**src/rtl/mode_counter_if.sv**
```systemverilog
// Bus bundle for mode_counter: count enable, mode select, table write port
// and the counter status outputs.
interface mode_counter_if #(
  parameter int WIDTH  = 5,
  parameter int MODE_W = 3
);
  logic              en;
  logic [MODE_W-1:0] mode;
  logic              cfg_we;
  logic [MODE_W-1:0] cfg_mode;
  logic [WIDTH-1:0]  cfg_max;
  logic [WIDTH-1:0]  count;
  logic [WIDTH-1:0]  max_num;
  logic              wrap;
  logic              mode_chg;
  logic              active;

  modport master (
    output en, mode, cfg_we, cfg_mode, cfg_max,
    input  count, max_num, wrap, mode_chg, active
  );

  modport slave (
    input  en, mode, cfg_we, cfg_mode, cfg_max,
    output count, max_num, wrap, mode_chg, active
  );
endinterface

```
**src/rtl/mode_counter.sv**
```systemverilog
// Modulo counter whose terminal value comes from a writable per-mode table;
// a mode change restarts the count and pulses mode_chg, rollover pulses wrap.
module mode_counter #(
  parameter int WIDTH  = 5,
  parameter int MODE_W = 3
) (
  input  logic         clk,
  input  logic         rst_n,
  mode_counter_if.slave bus
);
  localparam int DEPTH = 1 << MODE_W;

  logic [WIDTH-1:0]  r_table [DEPTH];
  logic [MODE_W-1:0] r_mode_q;
  logic [WIDTH-1:0]  r_count;
  logic              r_wrap;
  logic              r_mode_chg;
  logic [WIDTH-1:0]  w_max_num;
  logic              w_active;

  // Power-on table contents; values wider than WIDTH keep only their low bits.
  function automatic logic [WIDTH-1:0] default_entry(input int idx);
    int v;
    case (idx)
      1:       v = 32'sd6;
      3:       v = 32'sd11;
      4:       v = 32'sd5;
      5:       v = 32'sd16;
      default: v = 32'sd0;
    endcase
    return v[WIDTH-1:0];
  endfunction

  assign w_max_num = r_table[r_mode_q];
  assign w_active  = (w_max_num != {WIDTH{1'b0}});

  // Table writes plus the mode/count state machine, with synchronous reset.
  always_ff @(posedge clk) begin
    if (!rst_n) begin
      for (int i = 0; i < DEPTH; i++) begin
        r_table[i] <= default_entry(i);
      end
      r_mode_q   <= {MODE_W{1'b0}};
      r_count    <= {WIDTH{1'b0}};
      r_wrap     <= 1'b0;
      r_mode_chg <= 1'b0;
    end else begin
      if (bus.cfg_we) begin
        r_table[bus.cfg_mode] <= bus.cfg_max;
      end else begin
        r_table[bus.cfg_mode] <= r_table[bus.cfg_mode];
      end
      // The evaluation below sees the pre-write entry through w_max_num.
      if (bus.mode != r_mode_q) begin
        r_mode_q   <= bus.mode;
        r_count    <= {WIDTH{1'b0}};
        r_wrap     <= 1'b0;
        r_mode_chg <= 1'b1;
      end else if (!w_active) begin
        r_count    <= {WIDTH{1'b0}};
        r_wrap     <= 1'b0;
        r_mode_chg <= 1'b0;
      end else if (bus.en) begin
        if (r_count >= w_max_num) begin
          r_count <= {WIDTH{1'b0}};
          r_wrap  <= 1'b1;
        end else begin
          r_count <= r_count + WIDTH'(1);
          r_wrap  <= 1'b0;
        end
        r_mode_chg <= 1'b0;
      end else begin
        r_wrap     <= 1'b0;
        r_mode_chg <= 1'b0;
      end
    end
  end

  assign bus.count    = r_count;
  assign bus.wrap     = r_wrap;
  assign bus.mode_chg = r_mode_chg;
  assign bus.max_num  = w_max_num;
  assign bus.active   = w_active;
endmodule

```
**src/flat_wrapper.sv**
```systemverilog
// flat-port wrapper written by rule: the top's interface ports become plain ports
module mode_counter_flat 
#(
  parameter int WIDTH  = 5,
  parameter int MODE_W = 3
)
  (clk, rst_n, bus_en, bus_mode, bus_cfg_we, bus_cfg_mode, bus_cfg_max, bus_count, bus_max_num, bus_wrap, bus_mode_chg, bus_active);
  mode_counter_if #(.WIDTH(WIDTH), .MODE_W(MODE_W)) bus_i ();
  input  logic clk;
  input  logic rst_n;
  input wire logic [$bits(bus_i.en)-1:0] bus_en;
  input wire logic [$bits(bus_i.mode)-1:0] bus_mode;
  input wire logic [$bits(bus_i.cfg_we)-1:0] bus_cfg_we;
  input wire logic [$bits(bus_i.cfg_mode)-1:0] bus_cfg_mode;
  input wire logic [$bits(bus_i.cfg_max)-1:0] bus_cfg_max;
  output wire logic [$bits(bus_i.count)-1:0] bus_count;
  output wire logic [$bits(bus_i.max_num)-1:0] bus_max_num;
  output wire logic [$bits(bus_i.wrap)-1:0] bus_wrap;
  output wire logic [$bits(bus_i.mode_chg)-1:0] bus_mode_chg;
  output wire logic [$bits(bus_i.active)-1:0] bus_active;
  assign bus_i.en = bus_en;
  assign bus_i.mode = bus_mode;
  assign bus_i.cfg_we = bus_cfg_we;
  assign bus_i.cfg_mode = bus_cfg_mode;
  assign bus_i.cfg_max = bus_cfg_max;
  assign bus_count = bus_i.count;
  assign bus_max_num = bus_i.max_num;
  assign bus_wrap = bus_i.wrap;
  assign bus_mode_chg = bus_i.mode_chg;
  assign bus_active = bus_i.active;
  mode_counter #(.WIDTH(WIDTH), .MODE_W(MODE_W)) u_core (.clk(clk), .rst_n(rst_n), .bus(bus_i));
endmodule
```
**config.mk**
```make
export PLATFORM = sky130hd
export DESIGN_NAME = mode_counter_flat
export DESIGN_NICKNAME = d
export VERILOG_FILES = /design/src/rtl/mode_counter_if.sv /design/src/rtl/mode_counter.sv /design/src/flat_wrapper.sv
export SDC_FILE = /design/constraint.sdc
export NUM_CORES = 1
export LEC_CHECK = 0
export ABC_AREA = 1
export CORE_ASPECT_RATIO = 1.75
export CORE_UTILIZATION = 34
export DETAILED_ROUTE_END_ITERATION = 6
export HOLD_SLACK_MARGIN = 0.06
export PLACE_DENSITY_LB_ADDON = 0.3
export SLEW_MARGIN = 10
export SYNTH_ARGS = -nofsm -noshare
export SYNTH_HDL_FRONTEND = slang
export SYNTH_SLANG_ARGS = --single-unit
```
**constraint.sdc**
```tcl
create_clock -name clk -period 3.5 [get_ports clk]
set_input_delay 0.525 -clock clk [delete_from_list [all_inputs] [get_ports clk]]
set_output_delay 0.525 -clock clk [all_outputs]
set_load 0.005 [all_outputs]
```
After elaboration in Yosys (flattened, before gate mapping)
Memories as Yosys holds them, arrays and structs flattened. A register that Yosys moved wholly into a read port is not among the register bits.
Cells that the tools add are included.
{ "classes": {"reduce_logical": 5, "bitwise": 4, "addsub": 1, "n_mux": 21, "magnitude_cmp": 1, "eq_ne": 2} }
{ "op_table": {"columns": ["cell", "count"], "rows": [
  ["5-bit 2-to-1 mux", 8],
  ["1-bit 2-to-1 mux", 10],
  ["3-bit 2-to-1 mux", 3],
  ["5-bit by 1-bit adder with 5-bit output (second input constant)", 1],
  ["5-bit >= comparator", 1],
  ["5-bit nonzero test", 1],
  ["5-bit OR reduction", 1],
  ["4-bit OR reduction", 1],
  ["3-bit != test", 1],
  ["1-bit inverter", 3],
  ["3-bit OR reduction", 1],
  ["2-bit AND reduction", 1],
  ["0-bit != test", 1],
  ["1-bit OR", 1]
]} }
{ "word_totals": {"register_bits": 10, "mem_bits_rw": 40, "inputBits": 15, "memories": 1} }
{ "mem_list": {"columns": ["name", "depth", "width", "rd", "rd_clocked_by_memory_dff", "write_ports", "line", "text"], "rows": [
  ["u_core.r_table", 8, 5, 1, 1, 8, "mode_counter.sv:13", "logic [WIDTH-1:0] r_table [DEPTH];"]
]} }

Longest topological paths before layout
Gate-level depths: netlist of run 1.
{ "depth": {"word_depth": 7, "mapped_depth": 15} }

Worst setup path before layout of run 1
Ideal clock, no wire load.
{ "synth_timing": {"path_type": "reg2reg", "from": "reg (tool-made name)", "to": "reg u_core.r_count[2] (netlist: u_core.bus.count[2])", "setup_time_ns": 0.063, "required_ns": 3.437, "slack_ns": 1.635, "t_arrival_ns": 1.802, "stages_incl_launch_ff": 14, "path_cell_list": "dfxtp_1 > inv_2 > buf_2 > nand2_1 > nand3_1 > nand3_1 > nand2_2 > ha_1 > a21o_1 > a21oi_1 > nand3_2 > nand2_1 > nand3_1 > nor2_2"} }
{ "synth_rtl": {"columns": ["element", "line", "text"], "rows": [
  ["end signal, assigned", "mode_counter.sv:44", "r_count <= {WIDTH{1'b0}};"],
  ["end signal, assigned", "mode_counter.sv:56", "r_count <= {WIDTH{1'b0}};"],
  ["end signal, assigned", "mode_counter.sv:60", "r_count <= {WIDTH{1'b0}};"],
  ["end, declared", "mode_counter.sv:15", "logic [WIDTH-1:0] r_count;"]
]} }

==> summary.md, run 1 <==
| Metric | Value |
|---|---|
| Area leader, netlist | `edfxtp_1` |
| Syn Area/Cell | `8.511 µm²` |
| Critical path class | `register to output port` |
| Vias in the first global route | `1958` |
| Clock Skew | `0.006465 ns` |
| Total gr overflow | `0` |
| Setup violators final | `0` |
| WHS | `0.6138 ns` |
| Area contributors post-synth | `edfxtp_1, nand2_1, dfxtp_1, inv_1, nor2_1` |
| CP Max Fanout | `11` |
| Reg2reg end | `u_core.bus.count[2]` |
| Clk buf depth | `2` |
| Largest net degree at the start of global routing | `21` |
| Max-slew violations | `0` |
| Routed wire length | `5459 µm` |
| Drt drc | `0` |
| Hold bufs inserted after CTS | `0` |
| Post-DR wirelength/cell | `12.52 µm` |
| Skew-Pair Late Insertion Delay | `0.30 ns` |
| Number of DRC markers in iteration 0 | `65` |
| Peak supply drop | `0.0001865 V` |
| Lkg Pwr | `0.001487 µW` |
| Seq/Total Area, Yosys | `0.5382` |
| Area growth, synth to finish | `17.83%` |
| Register bit total from synthesis | `53` |
| HPWL Detailed | `4244 µm` |
| Clk root buf | `clkbuf_16` |
| Die Height | `120.2 µm` |
| HP Class | `register to register` |
| Clock transition at path regs | `0.07 ns` |
| GPL Wtd Cong | `0.9428` |
| Synth top area share | `0.4424` |
| # H-tree levels | `2` |
| Finished layout cell area | `3199 µm²` |
| Layout Nets | `369` |
| TritonCTS clock tree | `done` |
| Top FF cell, synth | `edfxtp_1` |
| Min setup slack post-route | `0.7370 ns` |
| # Max-Cap Violations | `0` |
| Synth cell types | `28` |
| Antenna-violating nets left | `0` |
| Die span in x | `69.55 µm` |
| Synthesized Nets | `340` |
| Post-CTS Setup Bufs | `0` |
| RSZ-0062 raised after global routing | `false` |
| First-pass DRT Iterations | `4` |
| Startpoint types | `register` |
| Post-cts sizing count | `0` |
| P per Cell Area | `453.3 nW/µm²` |
| Fill cells | `762` |
| CP Data Required Time | `2.97 ns` |
| Worst setup EP type | `output port` |
| Util after Layout | `0.4170` |
| Via count | `1980` |
| Asr flop ratio synth | `0` |
| Core ar. | `7672 µm²` |
| CP endpoint | `bus_active` |
| Cells on worst reg2reg path | `12` |
| Die area | `8361 µm²` |
| WP data arrival | `2.24 ns` |
| IO Pins | `28` |
| Place WS | `1.056 ns` |
| Worst slew pin tran | `0.3917 ns` |
| Num Clock Sinks | `53` |
| # diodes | `0` |
| Period utilization | `0.7894` |
| Peak Freq | `361.9 MHz` |
| Final hold violation count | `0` |
| Max_slew headroom | `0.7386` |
| Min cycle time layout | `2.763 ns` |
| Buffers added on ports | `27` |
| Post-synth EDFFs | `40` |
| Mapped cell area | `2715 µm²` |
| Starting density of the core | `0.3539` |
| Setup TNS | `0 ns` |
| Initial antenna violation count | `0` |
| First-pass GRT wire length | `9101 µm` |
| Yosys warning count | `0` |
| Rows | `42` |
| Num CTS Buffers | `5` |
| Status | `finished, final reports clean` |
| Tot GR Track Use | `0.1442` |
| Vias per inst | `4.541` |
| R2R Setup Slk | `1.15 ns` |
| Mapped Cells | `319` |
| Share of layout cells above drive strength 1 | `0.1379` |
| Placed Area | `3035 µm²` |
-- stage by stage --
step / total power (µW) / instances
floorplan: 843.5 / 319
global placement: 905.1 / 429
detailed placement: 906.2 / 429
CTS: 1455 / 436
global route: 1496 / 436
finish: 1450 / 436
-- worst max-delay path, cell delays in order, from the launching register on --
cell             delay [ns]
dfxtp_1                0.55
inv_1                  0.25
nand3_1                0.14
nand2_1                0.07
o21ai_2                0.17
nand2_2                0.10
or2_1                  0.23
clkdlybuf4s50_1        0.44
-- cell families (layout without fill, tap and decap cells) --
family	count (synthesis)	in the layout	share of synthesized area
compound gates	8	8	0.02350
xor+xnor	5	5	0.01613
fa+ha+maj	6	6	0.02765
buf+inv	76	105	0.1230
flops	53	53	0.5382
simple gates	171	171	0.2714
-- report_power, final --
group	total, µW	switching (µW)	internal (µW)
logic	165	97.2	67.6
registers	726	16.3	710
clock network	560	223	336
total	1450	337	1110
-- layout by cell type, fill, tap and decap left out, drive strengths merged --
master         instances
clkinv                 3
nor2                  46
dfxtp                 13
inv                   67
a21oi                  2
clkbuf                 5
o21ai                  4
bufinv                 1
xor2                   5
nand2                 91
buf                    2
nand4                  1
or2                    1
nor3                   2
ha                     6
clkdlybuf4s50         27
a21o                   1
nand3                 30
o21bai                 1
edfxtp                40
-- state kept, by name (all words and copies together), names as in the netlist, named ones only --
name                 flops
u_core.r_table          40
u_core.bus.mode_chg      1
u_core.bus.wrap          1
u_core.bus.count         5
u_core.r_mode_q          3
-- cell type report --
cell class              instances  area [µm²]  area share
clock buffers                   5       125.1     0.03911
clock inverters                 2       38.79     0.01212
inverters                      69       259.0     0.08095
multi-input cells             190       919.6      0.2874
flip-flops and latches         53        1461      0.4568
well taps                      88       110.1     0.03442
repair buffers                 29       285.3     0.08917
-- Yosys cell counts, types with 2 or more instances --
master     n
ha_1       6
a21oi_1    2
nand3_1   26
nor3_1     2
inv_2     22
clkinv_1   3
dfxtp_1   13
xor2_1     5
edfxtp_1  40
nor2_1    40
inv_1     44
nand2_1   87
o21ai_2    2
nand3_2    4
buf_6      3
nor2_2     6
nand2_2    3
-- worst min-delay path by stage --
stage,to,from,cells past startpoint
after floorplan,u_core.bus.count[0],u_core.bus.count[0],3
after global placement,u_core.bus.count[0],u_core.bus.count[0],3
after detailed placement,u_core.bus.count[0],u_core.bus.count[0],3
after CTS,u_core.bus.count[0],u_core.bus.count[0],3
after global routing,u_core.bus.count[0],u_core.bus.count[0],3
final,u_core.bus.count[0],u_core.bus.count[0],3
-- per-layer routing --
layer / global-route usage / part of all wire / up-vias
met3: 0.02500 / 0.031 / 24
met1: 0.1407 / 0.39 / 872
met4: 0.1033 / 0.056 / 0
li1: - / - / 1032
met5: 0 / 0 / -
met2: 0.2676 / 0.53 / 52
(Power assumes the default switching activity.)
==> run 2, diff against run 1 <==
Clock period 3.5 ns to 2.5 ns, I/O delays scaled along.
==> run 2 against run 1 <==
  * Register-to-register slack worse by 0.76 ns
  * Clock skew down 0.0019 ns
  * Hold slack worse by 0.0053 ns
  * Sequential share of layout area down 0.38 points
  * Total power up 39%
  * Routed wire length up 3.6%
  * Non-clock buffer count up 3
  * Critical endpoint unchanged
  * Largest cell class unchanged
  * Highest routed layer unchanged
==> summary.md, run 2 (synthesized netlist as in run 1, its figures left out) <==
| Metric | Value |
|---|---|
| Layout Nets | `372 (+0.81%)` |
| Clk root buf | `clkbuf_16` |
| Vias in the first global route | `1942 (-0.82%)` |
| Initial antenna violation count | `0 (unchanged)` |
| First-pass GRT wire length | `8832 µm (-3.0%)` |
| Setup TNS | `0 ns (unchanged)` |
| WP data arrival | `2.01 ns (-0.23 ns)` |
| Antenna-violating nets left | `0 (unchanged)` |
| P per Cell Area | `622.9 nW/µm² (+37%)` |
| Hold depth | `3 (unchanged)` |
| Worst Path Buf+Inv | `2 (unchanged)` |
| Worst slew pin tran | `0.3651 ns (-0.02657 ns)` |
| Num Clock Sinks | `53 (unchanged)` |
| Post-DR wirelength/cell | `12.89 µm (+2.9%)` |
| Critical path class | `register to output port` |
| Skew-Pair Late Insertion Delay | `0.29 ns (about the same)` |
| CP delay by family, top | `simple AND/OR/NAND/NOR gates` |
| Slowest stage cell, crit path | `clkdlybuf4s50_1` |
| Die span in x | `69.55 µm (unchanged)` |
| Min setup slack post-route | `0.1177 ns (-0.6192 ns)` |
| Area growth, synth to finish | `19.12%` |
| Startpoint types | `register` |
| Rows | `42 (unchanged)` |
| Clock transition at path regs | `0.07 ns (about the same)` |
| Commonest non-fill, non-tap cell in the layout | `nand2_1` |
| TritonCTS clock tree | `done` |
| Hold_sp | `u_core.bus.count[0]` |
| Period utilization | `0.9529` |
| Vias per inst | `4.645 (+2.3%)` |
| GR peak layer | `met2` |
| Place WS | `0.3562 ns (-0.7001 ns)` |
| Setup violators final | `0 (unchanged)` |
| Max_slew headroom | `0.7563 (+0.01774)` |
| # diodes | `0 (unchanged)` |
| Min cycle time layout | `2.382 ns` |
| Worst-path cell chain | `clkbuf_4, nand2_1, nand3_1, nand3_2, nand2_4, nand3_2, or2_1, clkdlybuf4s50_1` |
| Met3 Track Usage GR | `0.03167 (+0.006667)` |
| Most frequent cells in the layout | `nand2_1, inv_1, nor2_1, edfxtp_1, clkdlybuf4s50_1` |
| R2R Setup Slk | `0.39 ns (-0.76 ns)` |
| First-pass DRT Iterations | `4 (unchanged)` |
| HPWL Detailed | `4282 µm (+0.90%)` |
| Status | `finished, final reports clean` |
| Sequential cell area | `1465 µm² (+0.26%)` |
| Routed wire length | `5657 µm (+3.6%)` |
| Core ar. | `7672 µm² (unchanged)` |
| Total gr overflow | `0 (unchanged)` |
| Lkg Pwr | `0.001504 µW (+1.2%)` |
| Buffers added on ports | `27 (unchanged)` |
| IO Pins | `28 (unchanged)` |
| Met1 Usage GRT | `0.1357 (-0.004944)` |
| Peak supply drop | `0.0002904 V (+56%)` |
| Max reg flops | `40 (unchanged)` |
| Area of the multi-input gates | `919.6 µm² (unchanged)` |
| Clock Skew | `0.004602 ns (-0.001862 ns)` |
| Largest net degree at the start of global routing | `21 (unchanged)` |
| Number of DRC markers in iteration 0 | `64 (-1.5%)` |
| Peak Freq | `419.8 MHz` |
| Stages on worst setup path | `8 (+1)` |
| CP most frequent cell | `nand3_2` |
| Clk buf depth | `2 (unchanged)` |
| Die area | `8361 µm² (unchanged)` |
| Drt drc | `0 (unchanged)` |
| Fill cells | `734 (-3.7%)` |
| Tot GR Track Use | `0.1425 (-0.001623)` |
| Starting density of the core | `0.3539 (unchanged)` |
| Num CTS Buffers | `5 (unchanged)` |
| Worst path max stage delay | `0.44 ns (-0.11 ns)` |
| # Max-Cap Violations | `0 (unchanged)` |
| # H-tree levels | `2 (unchanged)` |
| Hold bufs inserted after CTS | `0 (unchanged)` |
| Top reg by flops | `u_core.r_table` |
| GPL Wtd Cong | `0.9089 (-3.6%)` |
| HP Class | `register to register` |
| Max-slew violations | `0 (unchanged)` |
| Reg2reg end | `u_core.bus.count[2]` |
| RSZ-0062 raised after global routing | `false` |
| Worst setup EP type | `output port` |
| Final hold violation count | `0 (unchanged)` |
| Via count | `2039 (+3.0%)` |
| Die Height | `120.2 µm (unchanged)` |
| Met2 GRT Util | `0.2518 (-0.01578)` |
| CP Data Required Time | `2.12 ns (-0.85 ns)` |
| Cells on worst reg2reg path | `13 (+1)` |
| CP Max Fanout | `10 (-1)` |
| Share of layout cells above drive strength 1 | `0.1510 (+0.01307)` |
| CP endpoint | `bus_active` |
run 2: cell count changes in the layout (fill, tap and decap cells not counted):
cell / change
buf_4: +1
clkbuf_4: +1
clkinv_2: +1
buf_8: +1
dfxtp_4: +1
inv_1: -1
dfxtp_1: -1
run 2: what timing repair did:
action                                  CTS  global route
setup buffers                             0             1
endpoints found under the setup margin    0             1
gates resized for setup                   0             9
run 2: worst min-delay path by stage:
stage,end,slack (ns)
6_report,u_core.bus.count[0],0.61
5_1_grt,u_core.bus.count[0],0.64
4_1_cts,u_core.bus.count[0],0.62
2_1_floorplan,register,0.48
3_5_place_dp,u_core.bus.count[0],0.60
3_3_place_gp,u_core.bus.count[0],0.60
run 2: layout make-up:
class,count,share of cell area
Sequential cell,53,0.4530
Multi-Input combinational cell,190,0.2843
Timing Repair Buffer,32,0.09749
Inverter,69,0.08162
Clock buffer,5,0.03868
Tap cell,88,0.03404
Clock inverter,2,0.01083
run 2: metal layers:
metal  up-vias  share of wire
li1       1037              -
met1       912           0.36
met2        62           0.52
met3        28          0.040
met4         0          0.074
met5         -              0
run 2: power breakdown:
part           switching [µW]  internal, µW
sequential               23.6           994
clock                     293           465
combinational             138           101
run 2: tightest hold or removal path, cell delays in order (launching register included):
cell,delay [ns]
dfxtp_1,0.34
nand2_1,0.09
nand2_1,0.06
nor2_2,0.08
run 2: per-stage QoR:
step	std cells	area [µm²]	utilization	hold WS (ns)	power (µW)
3_5_place_dp	430	3043	0.3966	0.5965	1270
6_report	439	3234	0.4216	0.6085	2015
2_1_floorplan	319	2715	-	0.4812	1181
5_1_grt	439	3234	0.4216	0.6407	2088
3_3_place_gp	430	3043	0.3966	0.5965	1267
4_1_cts	437	3203	0.4175	0.6159	2020
==> run 3, diff against run 2 <==
Clock period 2.5 ns to 2 ns, I/O delays scaled along.
==> run 3 against run 2 <==
  * The flow now finishes with violations (negative setup slack)
  * Non-clock buffer count grew 24
  * Largest cell class unchanged
  * First-iteration DRC count grew 44%
  * Worst setup slack lost 0.15 ns
  * Cell count grew 5.7%
  * Routed wire length grew 9.6%
  * Die area is the same
  * Combinational power grew 78%
  * Clock-buffer cell count grew 1
  * Register-to-register slack lost 0.39 ns
  * Clock skew grew 0.0028 ns
  * Critical path depth grew 2
==> summary.md, run 3 (synthesized netlist as in run 1, its figures left out) <==
| Metric | Value |
|---|---|
| WP data arrival | `1.73 ns (-0.28 ns)` |
| Num Clock Sinks | `53 (unchanged)` |
| Sw Ratio | `0.2540 (+0.02808)` |
| Max-slew violations | `0 (unchanged)` |
| Hold depth | `3 (unchanged)` |
| Vias in the first global route | `2132 (+9.8%)` |
| Peak supply drop | `0.0003503 V (+21%)` |
| First-pass DRT Iterations | `4 (unchanged)` |
| Peak Freq | `492.0 MHz` |
| Buffers added on ports | `27 (unchanged)` |
| Sequential cell area | `1465 µm² (unchanged)` |
| CP Max Fanout | `5 (-5)` |
| Seq pwr share | `0.496 (-0.009)` |
| Final hold violation count | `0 (unchanged)` |
| Clock transition at path regs | `0.07 ns (about the same)` |
| Max reg flops | `40 (unchanged)` |
| Min setup slack post-route | `-0.03250 ns (-0.1502 ns)` |
| Cells on worst reg2reg path | `15 (+2)` |
| Area of the multi-input gates | `1141 µm² (+24%)` |
| Util after Layout | `0.4778 (+0.05626)` |
| # Max-Cap Violations | `0 (unchanged)` |
| Status | `complete, but fails checks` |
| Total gr overflow | `0 (unchanged)` |
| Skew-Pair Late Insertion Delay | `0.30 ns (about the same)` |
| Startpoint types | `register` |
| Die span in x | `69.55 µm (unchanged)` |
| Setup violators final | `1 (+1)` |
| Routed wire length | `6201 µm (+9.6%)` |
| GPL Wtd Cong | `0.8789 (-3.3%)` |
| Rows | `42 (unchanged)` |
| IO Pins | `28 (unchanged)` |
| Hold bufs inserted after CTS | `0 (unchanged)` |
| Sw Pwr | `649.7 µW (+43%)` |
| Largest net degree at the start of global routing | `17 (-19%)` |
| Clk buf depth | `2 (unchanged)` |
| HPWL Detailed | `4524 µm (+5.7%)` |
| Min cycle time layout | `2.033 ns` |
| Post-DR wirelength/cell | `13.36 µm (+3.7%)` |
| Place WS | `-0.07585 ns (-0.4320 ns)` |
| Reg2reg end | `u_core.bus.count[2]` |
| Critical path class | `register to output port` |
| Setup TNS | `-0.03250 ns (-0.03250 ns)` |
| Clock Skew | `0.007441 ns (+0.002839 ns)` |
| Worst slew pin tran | `0.3589 ns (-0.006243 ns)` |
| Clk root buf | `clkbuf_16` |
| HP Class | `register to register` |
| Clock share of power | `0.337 (-0.039)` |
| Drt drc | `0 (unchanged)` |
| # H-tree levels | `2 (unchanged)` |
| Hold_sp | `u_core.bus.count[0]` |
| Period utilization | `1.016` |
| First-pass GRT wire length | `9570 µm (+8.4%)` |
| Number of DRC markers in iteration 0 | `92 (+44%)` |
| Starting density of the core | `0.3539 (unchanged)` |
| P per Cell Area | `697.8 nW/µm² (+12%)` |
| Int Power | `1908 µW (+22%)` |
| Fill cells | `723 (-1.5%)` |
| Antenna-violating nets left | `0 (unchanged)` |
| Worst setup EP type | `output port` |
| TritonCTS clock tree | `done` |
| RSZ-0062 raised after global routing | `true` |
| Hold endpoint | `u_core.bus.count[0]` |
| Most frequent cells in the layout | `nand2_1, inv_1, edfxtp_1` |
| Vias per inst | `4.672 (+0.60%)` |
| Area growth, synth to finish | `35.02%` |
| Die Height | `120.2 µm (unchanged)` |
| CP Data Required Time | `1.70 ns (-0.42 ns)` |
| Lkg Pwr | `0.001681 µW (+12%)` |
| Die area | `8361 µm² (unchanged)` |
| Num CTS Buffers | `5 (unchanged)` |
| Core ar. | `7672 µm² (unchanged)` |
| Initial antenna violation count | `0 (unchanged)` |
| # diodes | `0 (unchanged)` |
| Tot GR Track Use | `0.1535 (+0.01102)` |
| Share of layout cells above drive strength 1 | `0.3324 (+0.1814)` |
| Failing checks | `negative setup slack` |
| Max_slew headroom | `0.7605 (+0.004167)` |
| Comb power frac | `0.166 (+0.047)` |
| Top reg by flops | `u_core.r_table` |
| Layout Nets | `396 (+6.5%)` |
| R2R Setup Slk | `0 ns (-0.39 ns)` |
| Commonest non-fill, non-tap cell in the layout | `nand2_1` |
| Via count | `2168 (+6.3%)` |
run 3: cell types whose count changed in the layout (fill, tap and decap cells not counted), moves of 3 or more:
cell             previous run  this run
buf_4                       3        17
buf_6                       0        10
clkbuf_2                    0         3
clkdlybuf4s50_1            27        21
ha_1                        6         2
ha_4                        0         4
nand2_1                    87        66
nand2_2                     3        19
nand2_4                     1         6
nand3_1                    26        12
nand3_2                     4        18
run 3: power groups by stage:
stage               clock network (µW)  registers, µW  logic (µW)
global placement                     0           1290         319
floorplan                            0           1280         192
detailed placement                   0           1290         322
global route                       904           1280         466
CTS                                882           1270         362
finish                             863           1270         426
run 3: how the worst max path moves through the flow:
stage              from  slack [ns]                  end  cells after the start
2_1_floorplan  register        0.14  u_core.bus.count[2]                     13
3_3_place_gp   register       -0.03  u_core.bus.count[2]                     13
3_5_place_dp   register       -0.08  u_core.bus.count[2]                     13
4_1_cts        register       -0.03           bus_active                      9
5_1_grt        register       -0.15  u_core.bus.count[2]                     15
6_report       register       -0.03           bus_active                     10
run 3: repair_timing:
| action | 4_1_cts | 5_1_grt |
|---|---|---|
| endpoints found under the setup margin | 10 | 9 |
| gates cloned | 3 | 0 |
| pin swaps | 9 | 21 |
| gates resized for setup | 41 | 43 |
| setup buffers | 3 | 6 |
run 3: layer usage:
layer	up-vias	routed length, µm	global-route usage
met5	-	0	0
met4	0	310	0.1212
met3	24	178	0.02750
met2	56	3474	0.2888
met1	1004	2237	0.1412
li1	1084	-	-
run 3: final cells by class:
| type | instances | area share |
|---|---|---|
| inverters | 69 | 0.07270 |
| repair buffers | 56 | 0.1474 |
| flip-flops and latches | 53 | 0.3997 |
| clock inverters | 2 | 0.003754 |
| clock buffers | 6 | 0.03515 |
| multi-input cells | 190 | 0.3113 |
| well taps | 88 | 0.03003 |
run 3: critical path, stage by stage, from the launching register on:
cell      delay [ns]
dfxtp_4         0.38
inv_8           0.09
buf_6           0.12
nand2_2         0.05
nand3_2         0.06
nand2_2         0.07
o21ai_4         0.19
buf_6           0.12
nand2_2         0.04
or2_1           0.20
clkbuf_2        0.11
run 3: through the flow:
step / power [µW] / cells / area [µm²] / hold WS (ns)
finish: 2558 / 464 / 3666 / 0.5886
global route: 2646 / 464 / 3666 / 0.6188
CTS: 2511 / 458 / 3487 / 0.5935
detailed placement: 1613 / 444 / 3161 / 0.6015
global placement: 1608 / 444 / 3161 / 0.5951
floorplan: 1476 / 319 / 2715 / 0.4062
